### config.mk
export PLATFORM = sky130hd
export DESIGN_NAME = cdc_handshake_src
export DESIGN_NICKNAME = d
export VERILOG_FILES = /design/src/rtl/cdc_handshake_pkg.sv /design/src/rtl/cdc_handshake_src_sync.sv /design/src/rtl/cdc_handshake_src.sv
export SDC_FILE = /design/constraint.sdc
export NUM_CORES = 1
export LEC_CHECK = 0
export ABC_AREA = 1
export BUFFER_PORTS_ARGS = -buffer_cell sky130_fd_sc_hd__clkbuf_2
export CAP_MARGIN = 20
export CORE_ASPECT_RATIO = 1.25
export CORE_MARGIN = 2
export CORE_UTILIZATION = 51
export CTS_BUF_LIST = sky130_fd_sc_hd__clkbuf_8
export CTS_CLUSTER_DIAMETER = 60
export DETAILED_ROUTE_END_ITERATION = 8
export PLACE_DENSITY = 0.81
export SLEW_MARGIN = 20
export SYNTH_ARGS = -nofsm -noshare
export SYNTH_HDL_FRONTEND = slang
export SYNTH_SLANG_ARGS = --single-unit
### constraint.sdc
create_clock -name clk_i -period 1.79 [get_ports clk_i]
set_clock_uncertainty 0.15 [all_clocks]
set_input_delay 0.537 -clock clk_i [delete_from_list [all_inputs] [get_ports clk_i]]
set_output_delay 0.537 -clock clk_i [all_outputs]
set_load 0.01 [all_outputs]
### src/rtl/cdc_handshake_pkg.sv
// Shared types for the 4-phase req/ack source-side crossing controller.
package cdc_handshake_pkg;

    typedef enum logic [1:0] {
        IDLE    = 2'd0,
        REQ     = 2'd1,
        RELEASE = 2'd2
    } state_e;

endpackage

### src/rtl/cdc_handshake_src_sync.sv
// Multi-flop level synchronizer with synchronous active-low clear.
module cdc_handshake_src_sync #(
    parameter int unsigned STAGES = 2
) (
    input  logic clk_i,
    input  logic rst_ni,
    input  logic d_i,
    output logic q_o
);

    logic [STAGES-1:0] sync_q;

    always_ff @(posedge clk_i) begin
        if (!rst_ni) begin
            sync_q <= '0;
        end else begin
            sync_q <= {sync_q[STAGES-2:0], d_i};
        end
    end

    assign q_o = sync_q[STAGES-1];

endmodule

### src/rtl/cdc_handshake_src.sv
// Source-side controller for a 4-phase req/ack crossing of one data word,
// with completion pulse and sticky timeout while waiting for ack.
module cdc_handshake_src
    import cdc_handshake_pkg::*;
#(
    parameter int unsigned DATA_WIDTH     = 32,
    parameter int unsigned SYNC_STAGES    = 2,
    parameter int unsigned TIMEOUT_CYCLES = 1024
) (
    input  logic                  clk_i,
    input  logic                  rst_ni,
    input  logic                  valid_i,
    output logic                  ready_o,
    input  logic [DATA_WIDTH-1:0] data_i,
    output logic                  req_o,
    output logic [DATA_WIDTH-1:0] data_o,
    input  logic                  ack_i,
    output logic                  busy_o,
    output logic                  done_o,
    output logic                  timeout_o,
    input  logic                  clr_timeout_i
);

    localparam int unsigned CNT_W =
        (TIMEOUT_CYCLES == 0) ? 1 : $clog2(TIMEOUT_CYCLES + 1);
    localparam int unsigned TERM  = (TIMEOUT_CYCLES == 0) ? 0 : TIMEOUT_CYCLES - 1;
    localparam logic [CNT_W-1:0] CNT_MAX  = {CNT_W{1'b1}};
    localparam logic [CNT_W-1:0] CNT_TERM = CNT_W'(TERM);

    state_e                state_q, state_d;
    logic                  req_q, req_d;
    logic [DATA_WIDTH-1:0] data_q, data_d;
    logic [CNT_W-1:0]      cnt_q, cnt_d;
    logic                  ok_q, ok_d;
    logic                  done_q, done_d;
    logic                  timeout_q, timeout_d;
    logic                  timeout_set;
    logic                  ack_s;

    cdc_handshake_src_sync #(
        .STAGES (SYNC_STAGES)
    ) u_ack_sync (
        .clk_i  (clk_i),
        .rst_ni (rst_ni),
        .d_i    (ack_i),
        .q_o    (ack_s)
    );

    // A stale ack seen in IDLE must drain before a new word is taken.
    assign ready_o   = (state_q == IDLE) && !ack_s;
    assign busy_o    = (state_q != IDLE);
    assign req_o     = req_q;
    assign data_o    = data_q;
    assign done_o    = done_q;
    assign timeout_o = timeout_q;

    always_ff @(posedge clk_i) begin
        if (!rst_ni) begin
            state_q   <= IDLE;
            req_q     <= 1'b0;
            data_q    <= '0;
            cnt_q     <= '0;
            ok_q      <= 1'b0;
            done_q    <= 1'b0;
            timeout_q <= 1'b0;
        end else begin
            state_q   <= state_d;
            req_q     <= req_d;
            data_q    <= data_d;
            cnt_q     <= cnt_d;
            ok_q      <= ok_d;
            done_q    <= done_d;
            timeout_q <= timeout_d;
        end
    end

    always_comb begin
        state_d     = state_q;
        req_d       = req_q;
        data_d      = data_q;
        cnt_d       = cnt_q;
        ok_d        = ok_q;
        done_d      = 1'b0;
        timeout_set = 1'b0;

        unique case (state_q)
            IDLE: begin
                if (valid_i && ready_o) begin
                    data_d  = data_i;
                    req_d   = 1'b1;
                    cnt_d   = '0;
                    ok_d    = 1'b0;
                    state_d = REQ;
                end
            end
            REQ: begin
                if (cnt_q != CNT_MAX) begin
                    cnt_d = cnt_q + CNT_W'(1);
                end
                // Ack outranks a coincident terminal count.
                if (ack_s) begin
                    req_d   = 1'b0;
                    ok_d    = 1'b1;
                    state_d = RELEASE;
                end else if ((TIMEOUT_CYCLES != 0) && (cnt_q == CNT_TERM)) begin
                    req_d       = 1'b0;
                    ok_d        = 1'b0;
                    timeout_set = 1'b1;
                    state_d     = RELEASE;
                end
            end
            RELEASE: begin
                if (!ack_s) begin
                    done_d  = ok_q;
                    state_d = IDLE;
                end
            end
            default: begin
                state_d = IDLE;
                req_d   = 1'b0;
            end
        endcase

        if (timeout_set) begin
            timeout_d = 1'b1;
        end else if (clr_timeout_i) begin
            timeout_d = 1'b0;
        end else begin
            timeout_d = timeout_q;
        end
    end

endmodule

* Yosys cells after proc, flatten, opt, wreduce, memory -nomap -nowiden
Cells that the tools add are included.
** Operators by class
- $add $sub $neg :: 1
- Equality and inequality tests :: 8
- Mux-type cells :: 20
- Bitwise logic cells :: 2
- Reduce and logical (&&, ||, !) cells :: 13
** Operators with widths (count)
- $mux 11 :: 2
- $pmux 11 s2 :: 1
- $reduce_and 3->1 :: 4
- $add 11x1->11 const B :: 1
- $eq 11x10->1 const B :: 1
- $ne 11x11->1 const B :: 1
- $mux 1 :: 10
- $mux 2 :: 4
- $pmux 2 s3 :: 1
- $reduce_bool 2->1 :: 3
- $ne 2x2->1 const B :: 2
- $ne 3x2->1 const B :: 1
- $pmux 1 s3 :: 1
- $reduce_or 3->1 :: 1
- $eq 2x1->1 const B :: 1
- $eq 2x2->1 const B :: 1
- $logic_and 1x1->1 :: 2
- $logic_not 2->1 :: 1
- $ne 2x1->1 const B :: 1
- $not 1->1 :: 2
- $pmux 1 s2 :: 1
- $reduce_and 2->1 :: 1
- $logic_not 1->1 :: 1
** Storage, ports and cells
- Flip-flop bits (word level) :: 51
- Input port bits :: 37
- Output and inout bits :: 37

* Longest topological paths before layout
Gate-level depths: netlist (run 1).
- Depth in word-level cells :: 5
- Mapped depth :: 10
- Mapped depth without buffers :: 9

* Modules after synthesis
From an unflattened synthesis (run 1), not the netlist that was laid out.
** Second synthesis, totals
- Cell total of the unflattened synthesis :: 292
- Area, all modules :: 2167.1 sq um
** By module, submodules not included
- cdc_handshake_src :: instances 1, cells an instance 286, area an instance 2112.0 sq um
- cdc_handshake_src_sync :: instances 1, cells an instance 6, area an instance 55.1 sq um

* Worst setup path after synthesis (run 1)
No wires, ideal clock.
- Path kind :: reg2reg
- From :: register cnt_q[0]
- To :: register cnt_q[7]
- Setup time :: 0.115 ns
- Arrival :: 1.349 ns
- Data required time :: 1.525 ns
- Slack :: 0.176 ns
- Stages on the path, launching flop included :: 10
- Cells stage by stage :: dfxtp_1 -> ha_1 -> nand2_2 -> nor2_4 -> nand3_2 -> nand2_4 -> nand2_4 -> buf_6 -> a21oi_1 -> nor2_1
** Between the ends
- Longest elaborated chain between the ends :: 3
- Elaborated cells on any way between the ends :: 6
** Ends and longest elaborated chain
- from (decl) :: line cdc_handshake_src.sv:33 : logic [CNT_W-1:0] cnt_q, cnt_d;
- from (signal assigned) :: line cdc_handshake_src.sv:70 : cnt_q <= cnt_d;
- $add 11x1->11 or $ne 11x11->1 (tied branches) :: line cdc_handshake_src.sv:98, cdc_handshake_src.sv:97
- $mux 11 or $ne 2x2->1 (tied branches)
- $pmux 11 s2 or $reduce_and 3->1 (tied branches)
Parallel ways exist; a longest one is shown, timed or not. The select of a mux whose other input is x is not followed.
A chain may end at the register's enable or synchronous reset.

* Worst setup path after layout (run 1)
- From :: register state_q[1]
- To :: output port ready_o
** Between the ends
- Longest elaborated chain between the ends :: 2
** Ends and longest elaborated chain
- from (decl) :: line cdc_handshake_src.sv:30 : state_e state_q, state_d;
- from (signal assigned) :: line cdc_handshake_src.sv:67 : state_q <= state_d;
- $logic_not 2->1 :: line cdc_handshake_src.sv:50 : assign ready_o = (state_q == IDLE) && !ack_s;
- $logic_and 1x1->1 :: line cdc_handshake_src.sv:50
- to (decl) :: line cdc_handshake_src.sv:13 : output logic ready_o,
Every way passes these cells.

==> qor.csv, run 1 <==
metric;value;unit
chip width;62;um
register area share after synthesis;47.6;%
Routed WL;5030;um
gpl congestion;0.807;
total core area;0.00407;mm^2
fin crit share;96.7;%
dpl cells;402;
DRT iter0 DRCs;102;
Yosys Warn Count;0;
leakage power;1.18;nW
I/O pins;74;
global-route total usage across every layer;23.4;%
DR DRC count;0;
vias in the first global route;2040;
Avg Inst Size Synth;7.63;um^2
Worst Setup End Kind;output pin;
internal reg-to-reg setup slack;130;ps
Hold-fix buffers, CTS;0;
headroom to the max-slew limit;75.6;%
post-layout min period;1730;ps
HP Class;in2reg;
unrepaired setup endpoints after global routing;false;
row cnt;26;
fin cells;411;
Slew @ Worst Pin;365;ps
layout net count;393;
worst skew pair latency;300;ps
unique cell type count in the Yosys netlist;20;
CTS tree;done;
clock root buffer;clkbuf_8;
pwr/cell area;915;mW/mm^2
startpoint types;register;
crit path DAT;1040;ps
TritonRoute pass-1 iters;4;
synthesis-to-layout area growth;25.3;%
Max FO, Critical Path;2;
DIE HEIGHT;76.5;um
status;completed;
Hold Fails Final Rpt;0;
Synth Cell Area;0.00214;mm^2
setup_tns;0;ps
clk sinks;51;
Inserted Clock Buffers;5;
placed cell area;0.00254;mm^2
Gate Count Post-Synth;281;
max-cap violation count;0;
Final Power;2.46;mW
FMAX;578;MHz
die area;0.00474;mm^2
largest net degree at the start of global routing;33;
setup violators final;0;
via-per-instance ratio;5.13;
via count;2108;
GRT overflow;0;
initial antenna violation count;0;
post-DR wirelength/cell;12.2;um
Reg clk slew, reported paths;90;ps
Post-DRT Antenna Nets;0;
H-tree Lvls;2;
number of fill cells;362;
ANT cells;0;
Yosys reg bits;51;
syn nets;319;
Pins Over Slew Limit;0;
VDD IR max;0.781;mV
Crit Path Class;reg2out;
layout cells sized above 1;30.4;%
CTS max path bufs;2;
CP required;1100;ps
first-pass GRT wire length;8670;um
Initial Util;52.7;%
DP HPWL;3610;um
Non-Filler Cell Area, Final;0.00269;mm^2
port bufs;73;
registers in the layout, indices dropped and copies added, names as in the netlist:
| signal | flops |
|---|---|
| cnt_q | 11 |
| data_o | 32 |
| done_o | 1 |
| ok_q | 1 |
| req_o | 1 |
| state_q | 2 |
| timeout_o | 1 |
| u_ack_sync.sync_q | 2 |
synthesized netlist by cell type (all sizes together):
| cell | n | area, um^2 |
|---|---|---|
| clkbuf | 6 | 22.5 |
| nand3 | 52 | 270 |
| nand2 | 70 | 285 |
| nor2 | 19 | 98.8 |
| a21oi | 47 | 243 |
| o21ai | 3 | 15.0 |
| ha | 1 | 12.5 |
| nor3 | 2 | 10.0 |
| inv | 18 | 67.6 |
| dfxtp | 51 | 1020 |
| buf | 11 | 92.6 |
| nand4 | 1 | 6.26 |
power breakdown:
| part | internal, mW | switching (mW) | total [mW] | leakage, nW |
|---|---|---|---|---|
| clock | 0.409 | 0.366 | 0.774 | 0.0502 |
| sequential | 1.20 | 0.0404 | 1.24 | 0.418 |
| combinational | 0.181 | 0.264 | 0.445 | 0.714 |
| total | 1.79 | 0.671 | 2.46 | 1.18 |
layout make-up:
class | instances | area [um^2] | share of cell area [%]
clock inverter | 2 | 37.5 | 1.40
tap | 56 | 70.1 | 2.61
timing repair buffer | 84 | 470 | 17.5
clock buffer | 5 | 68.8 | 2.56
sequential | 51 | 1030 | 38.2
inverter | 18 | 67.6 | 2.52
multi-input combinational | 195 | 946 | 35.2
cell families after synthesis:
logic type                 count (synthesis)  synth area share [%]
and+or+nand+nor                          144                  31.3
DFF                                       51                  47.6
buffers and inverters                     35                  8.52
adders and majority gates                  1                 0.583
AOI/OAI and AO/OA                         50                  12.0
worst paths after layout:
kind                   startpoint                    to  depth (start not counted)
max                    state_q[1]               ready_o                          4
min                         ack_i  u_ack_sync.sync_q[0]                          3
max reg2reg              cnt_q[1]             cnt_q[10]                          8
min reg2reg  u_ack_sync.sync_q[0]  u_ack_sync.sync_q[1]                          2
stage by stage:
step	util, %	hold slack, ps	setup WS, ps
6_report	66.1	275	58.8
5_1_grt	66.1	293	1.66
4_1_cts	66.0	276	7.93
3_5_place_dp	62.6	251	97.5
3_3_place_gp	62.6	244	154
2_1_floorplan	-	240	176
worst max-delay path, cell delays in order (launching register included):
cell	delay (ps)
dfxtp_4	360
nor2_4	100
inv_2	50
nor2_4	110
buf_8	110
routing by layer:
| layer | global-route usage [%] | up-vias | share of wire, % |
|---|---|---|---|
| met5 | 0 | - | 0 |
| met4 | 8.30 | 0 | 1.6 |
| met3 | 6.11 | 8 | 6.0 |
| met2 | 38.5 | 70 | 53 |
| met1 | 28.4 | 965 | 40 |
| li1 | - | 1065 | - |
cells in the final DEF (no fill, tap or decap):
master / instances
clkbuf_2: 72
nand2_1: 65
nand3_1: 50
dfxtp_1: 49
a21oi_1: 45
inv_1: 17
nor2_1: 14
buf_4: 10
clkbuf_8: 5
nor2_4: 4
nand2_2: 3
o21ai_0: 3
nand3_2: 2
nand2_4: 2
a21oi_2: 2
nor3_1: 2
inv_2: 1
nor2_2: 1
nand4_1: 1
ha_1: 1
bufinv_16: 1
clkinvlp_4: 1
dfxtp_2: 1
buf_8: 1
buf_12: 1
dfxtp_4: 1
what timing repair did:
item | 4_1_cts | 5_1_grt
resized for setup | 4 | 2
setup buffers | 2 | 0
pin swaps | 1 | 1
endpoints found under the setup margin | 1 | 8
Note: power is estimated with default switching activity, not from simulation.
==> inputs of run 2 (changes only) <==
Settings changed: ABC_AREA 1 to 0, CORE_UTILIZATION 51 to 48, CTS_BUF_LIST sky130_fd_sc_hd__clkbuf_8 to default, PLACE_DENSITY 0.81 to 0.78.
==> run 2 against run 1 <==
Critical path depth decreased by 2. Combinational power is 33% lower. Largest power group unchanged. Hold slack gained 12 ps. Clock power decreased by 2%. Routed wire length fell by 12%. Final area down 1.9%.
==> qor.csv, run 2 <==
metric;value;unit;change
Cell Chain, Critical Path;or2_4 > buf_6;;was nor2_4 > inv_2 > nor2_4 > buf_8
DR DRC count;0;;unchanged
leakage power;1.13;nW;was 1.18 nW
endpoint of the worst setup timing path;busy_o;;was ready_o
Post-DRT Antenna Nets;0;;unchanged
chip width;62.0;um;was 62 um
post-layout min period;1710;ps;was 1730 ps
most common cell after layout, fill and taps aside;nand2_1;;was clkbuf_2
FMAX;586;MHz;was 578 MHz
Largest register FFs;32;;unchanged
Worst Setup End Kind;output pin;;unchanged
DRT iter0 DRCs;139;;was 102
first-pass GRT wire length;7110;um;was 8670 um
worst r2r src;cnt_q[0];;was cnt_q[1]
reg2reg end;cnt_q[6];;was cnt_q[10]
Hold-fix buffers, CTS;0;;unchanged
cell taking the most area after synthesis;dfxtp_1;;unchanged
H-tree Lvls;2;;unchanged
port bufs;73;;unchanged
Yosys Warn Count;0;;unchanged
Yosys reg bits;51;;unchanged
Post-synth EDFFs;0;;unchanged
critical path depth;2;;was 4
asr flop ratio synth;0;%;unchanged
Reg clk slew, reported paths;80;ps;was 90 ps
clk sinks;51;;unchanged
Crit path max-delay family;flip-flops;;unchanged
Inserted Clock Buffers;5;;unchanged
layout net count;354;;was 393
VDD IR max;0.636;mV;was 0.781 mV
Routed WL;4450;um;was 5030 um
syn nets;277;;was 319
max-cap violation count;0;;unchanged
fin crit share;95.3;%;was 96.7%
top cells by area, synth;dfxtp_1 (51%), nand2_1 (14%), a21oi_1 (9.2%), buf_2 (1.7%), o31ai_1 (1.5%);;was dfxtp_1 (48%), nand3_1 (12%), nand2_1 (11%), a21oi_1 (11%), buf_6 (3.2%)
Slew @ Worst Pin;374;ps;was 365 ps
crit path DAT;1020;ps;was 1040 ps
internal reg-to-reg setup slack;90;ps;was 130 ps
ANT cells;0;;unchanged
Pins Over Slew Limit;0;;unchanged
DIE HEIGHT;76.5;um;about the same
Initial Util;49.6;%;was 52.7%
HP Class;reg2reg;;was in2reg
post-DR wirelength/cell;11.9;um;was 12.2 um
DP HPWL;3210;um;was 3610 um
unique cell type count in the Yosys netlist;41;;was 20
Synth Cell Area;0.00202;mm^2;was 0.00214 mm^2
CTS max path bufs;2;;unchanged
CP required;1100;ps;about the same
beginning of the critical path;state_q[1];;unchanged
worst skew pair latency;290;ps;was 300 ps
via count;1938;;was 2108
count leader, synth;nand2_1;;unchanged
TritonRoute pass-1 iters;4;;unchanged
via-per-instance ratio;5.21;;was 5.13
I/O pins;74;;unchanged
Worst R2R Path Depth;5;;was 8
Max FO, Critical Path;5;;was 2
row cnt;26;;unchanged
CP peak stage delay;370;ps;was 360 ps
status;completed;;unchanged
commonest cells in the netlist;nand2_1 (76), dfxtp_1 (51), a21oi_1 (37);;was nand2_1 (65), dfxtp_1 (51), nand3_1 (50)
largest net degree at the start of global routing;36;;was 33
Hold Fails Final Rpt;0;;unchanged
Final Power;2.27;mW;was 2.46 mW
setup violators final;0;;unchanged
clock root buffer;clkbuf_8;;unchanged
GRT overflow;0;;unchanged
synthesis-to-layout area growth;30.8;%;was 25.3%
initial antenna violation count;0;;unchanged
Gate Count Post-Synth;239;;was 281
Buf/Inv on CP;1;;was 2
Avg Inst Size Synth;8.43;um^2;was 7.63 um^2
CTS tree;done;;unchanged
Crit Path Class;reg2out;;unchanged
Most used DFF post-synth;dfxtp_1;;unchanged
total core area;0.00407;mm^2;unchanged
layout cells sized above 1;31.6;%;was 30.4%
register area share after synthesis;50.7;%;was 47.6%
unrepaired setup endpoints after global routing;false;;unchanged
pwr/cell area;861;mW/mm^2;was 915 mW/mm^2
vias in the first global route;1767;;was 2040
startpoint types;register;;unchanged
gpl congestion;0.854;;was 0.807
global-route total usage across every layer;19.2;%;was 23.4%
slowest cell on the critical path;dfxtp_4;;unchanged
die area;0.00474;mm^2;about the same
most frequent cells in the layout;nand2_1 (76), clkbuf_2 (72), dfxtp_1 (49);;was clkbuf_2 (72), nand2_1 (65), nand3_1 (50)
headroom to the max-slew limit;74.4;%;was 75.6%
area share of the largest cell type after synthesis;50.7;%;was 47.6%
setup_tns;0;ps;unchanged
run 2: cell types whose count changed after synthesis, sizes merged, moves of 3 or more:
cell    change
inv        -17
nor3        +3
and3        +4
nand3      -47
nand2       +7
o31ai       +4
a21oi      -10
nor2       -12
clkbuf      -3
run 2: repair_timing:
action / in CTS / in global routing
setup buffers: 2 / 1
setup endpoints to repair: 2 / 5
gates resized for setup: 4 / 6
gates cloned: 0 / 0
run 2: final cells by class:
cell class	count	area (um^2)
Timing Repair Buffer	82	477
Sequential cell	51	1030
Tap cell	56	70.1
Clock buffer	5	68.8
Clock inverter	2	37.5
Inverter	2	7.51
Fill cell	352	1430
Multi-Input combinational cell	174	947
run 2: how the worst min path moves through the flow:
| stage | from | end | slack [ps] | depth (start not counted) |
|---|---|---|---|---|
| 2_1_floorplan | u_ack_sync.sync_q[0] | u_ack_sync.sync_q[1] | 260 | 1 |
| 3_3_place_gp | u_ack_sync.sync_q[0] | u_ack_sync.sync_q[1] | 270 | 1 |
| 3_5_place_dp | u_ack_sync.sync_q[0] | u_ack_sync.sync_q[1] | 270 | 1 |
| 4_1_cts | data_i[26] | data_o[26] | 290 | 3 |
| 5_1_grt | ack_i | u_ack_sync.sync_q[0] | 300 | 2 |
| 6_report | u_ack_sync.sync_q[0] | u_ack_sync.sync_q[1] | 290 | 1 |
run 2: layer usage:
layer / track usage [%] / vias up / wire length, um / part of all wire, %
met4: 8.72 / 0 / 108 / 2.4
met5: 0 / - / 0 / 0
met3: 5.09 / 10 / 222 / 5.0
met1: 19.0 / 891 / 1800 / 40
met2: 34.6 / 61 / 2320 / 52
li1: - / 976 / - / -
run 2: where the power goes:
| part | internal [mW] | leakage, nW | switching (mW) |
|---|---|---|---|
| Clock | 0.408 | 0.0502 | 0.348 |
| Sequential | 1.19 | 0.418 | 0.0311 |
| Combinational | 0.137 | 0.662 | 0.159 |
run 2: kinds of logic (layout without fill, tap and decap cells):
group,after synthesis,count (layout),synth area share (%)
xor gates and xnor gates,2,2,0.869
DFF,51,51,50.7
and+or+nand+nor,117,117,27.9
muxes,2,2,0.993
AOI/OAI and AO/OA,52,52,15.1
buffers and inverters,14,91,3.79
adders and majority gates,1,1,0.621
run 2: through the flow:
stage	util [%]	std cells	hold WS [ps]	area [um^2]	worst slack, ps
floorplan	-	239	262	2020	255
global placement	60.6	362	267	2460	155
detailed placement	60.6	362	274	2460	95.1
CTS	63.8	371	289	2590	2.20
global route	64.8	372	295	2640	16.8
finish	64.8	372	288	2640	83.3
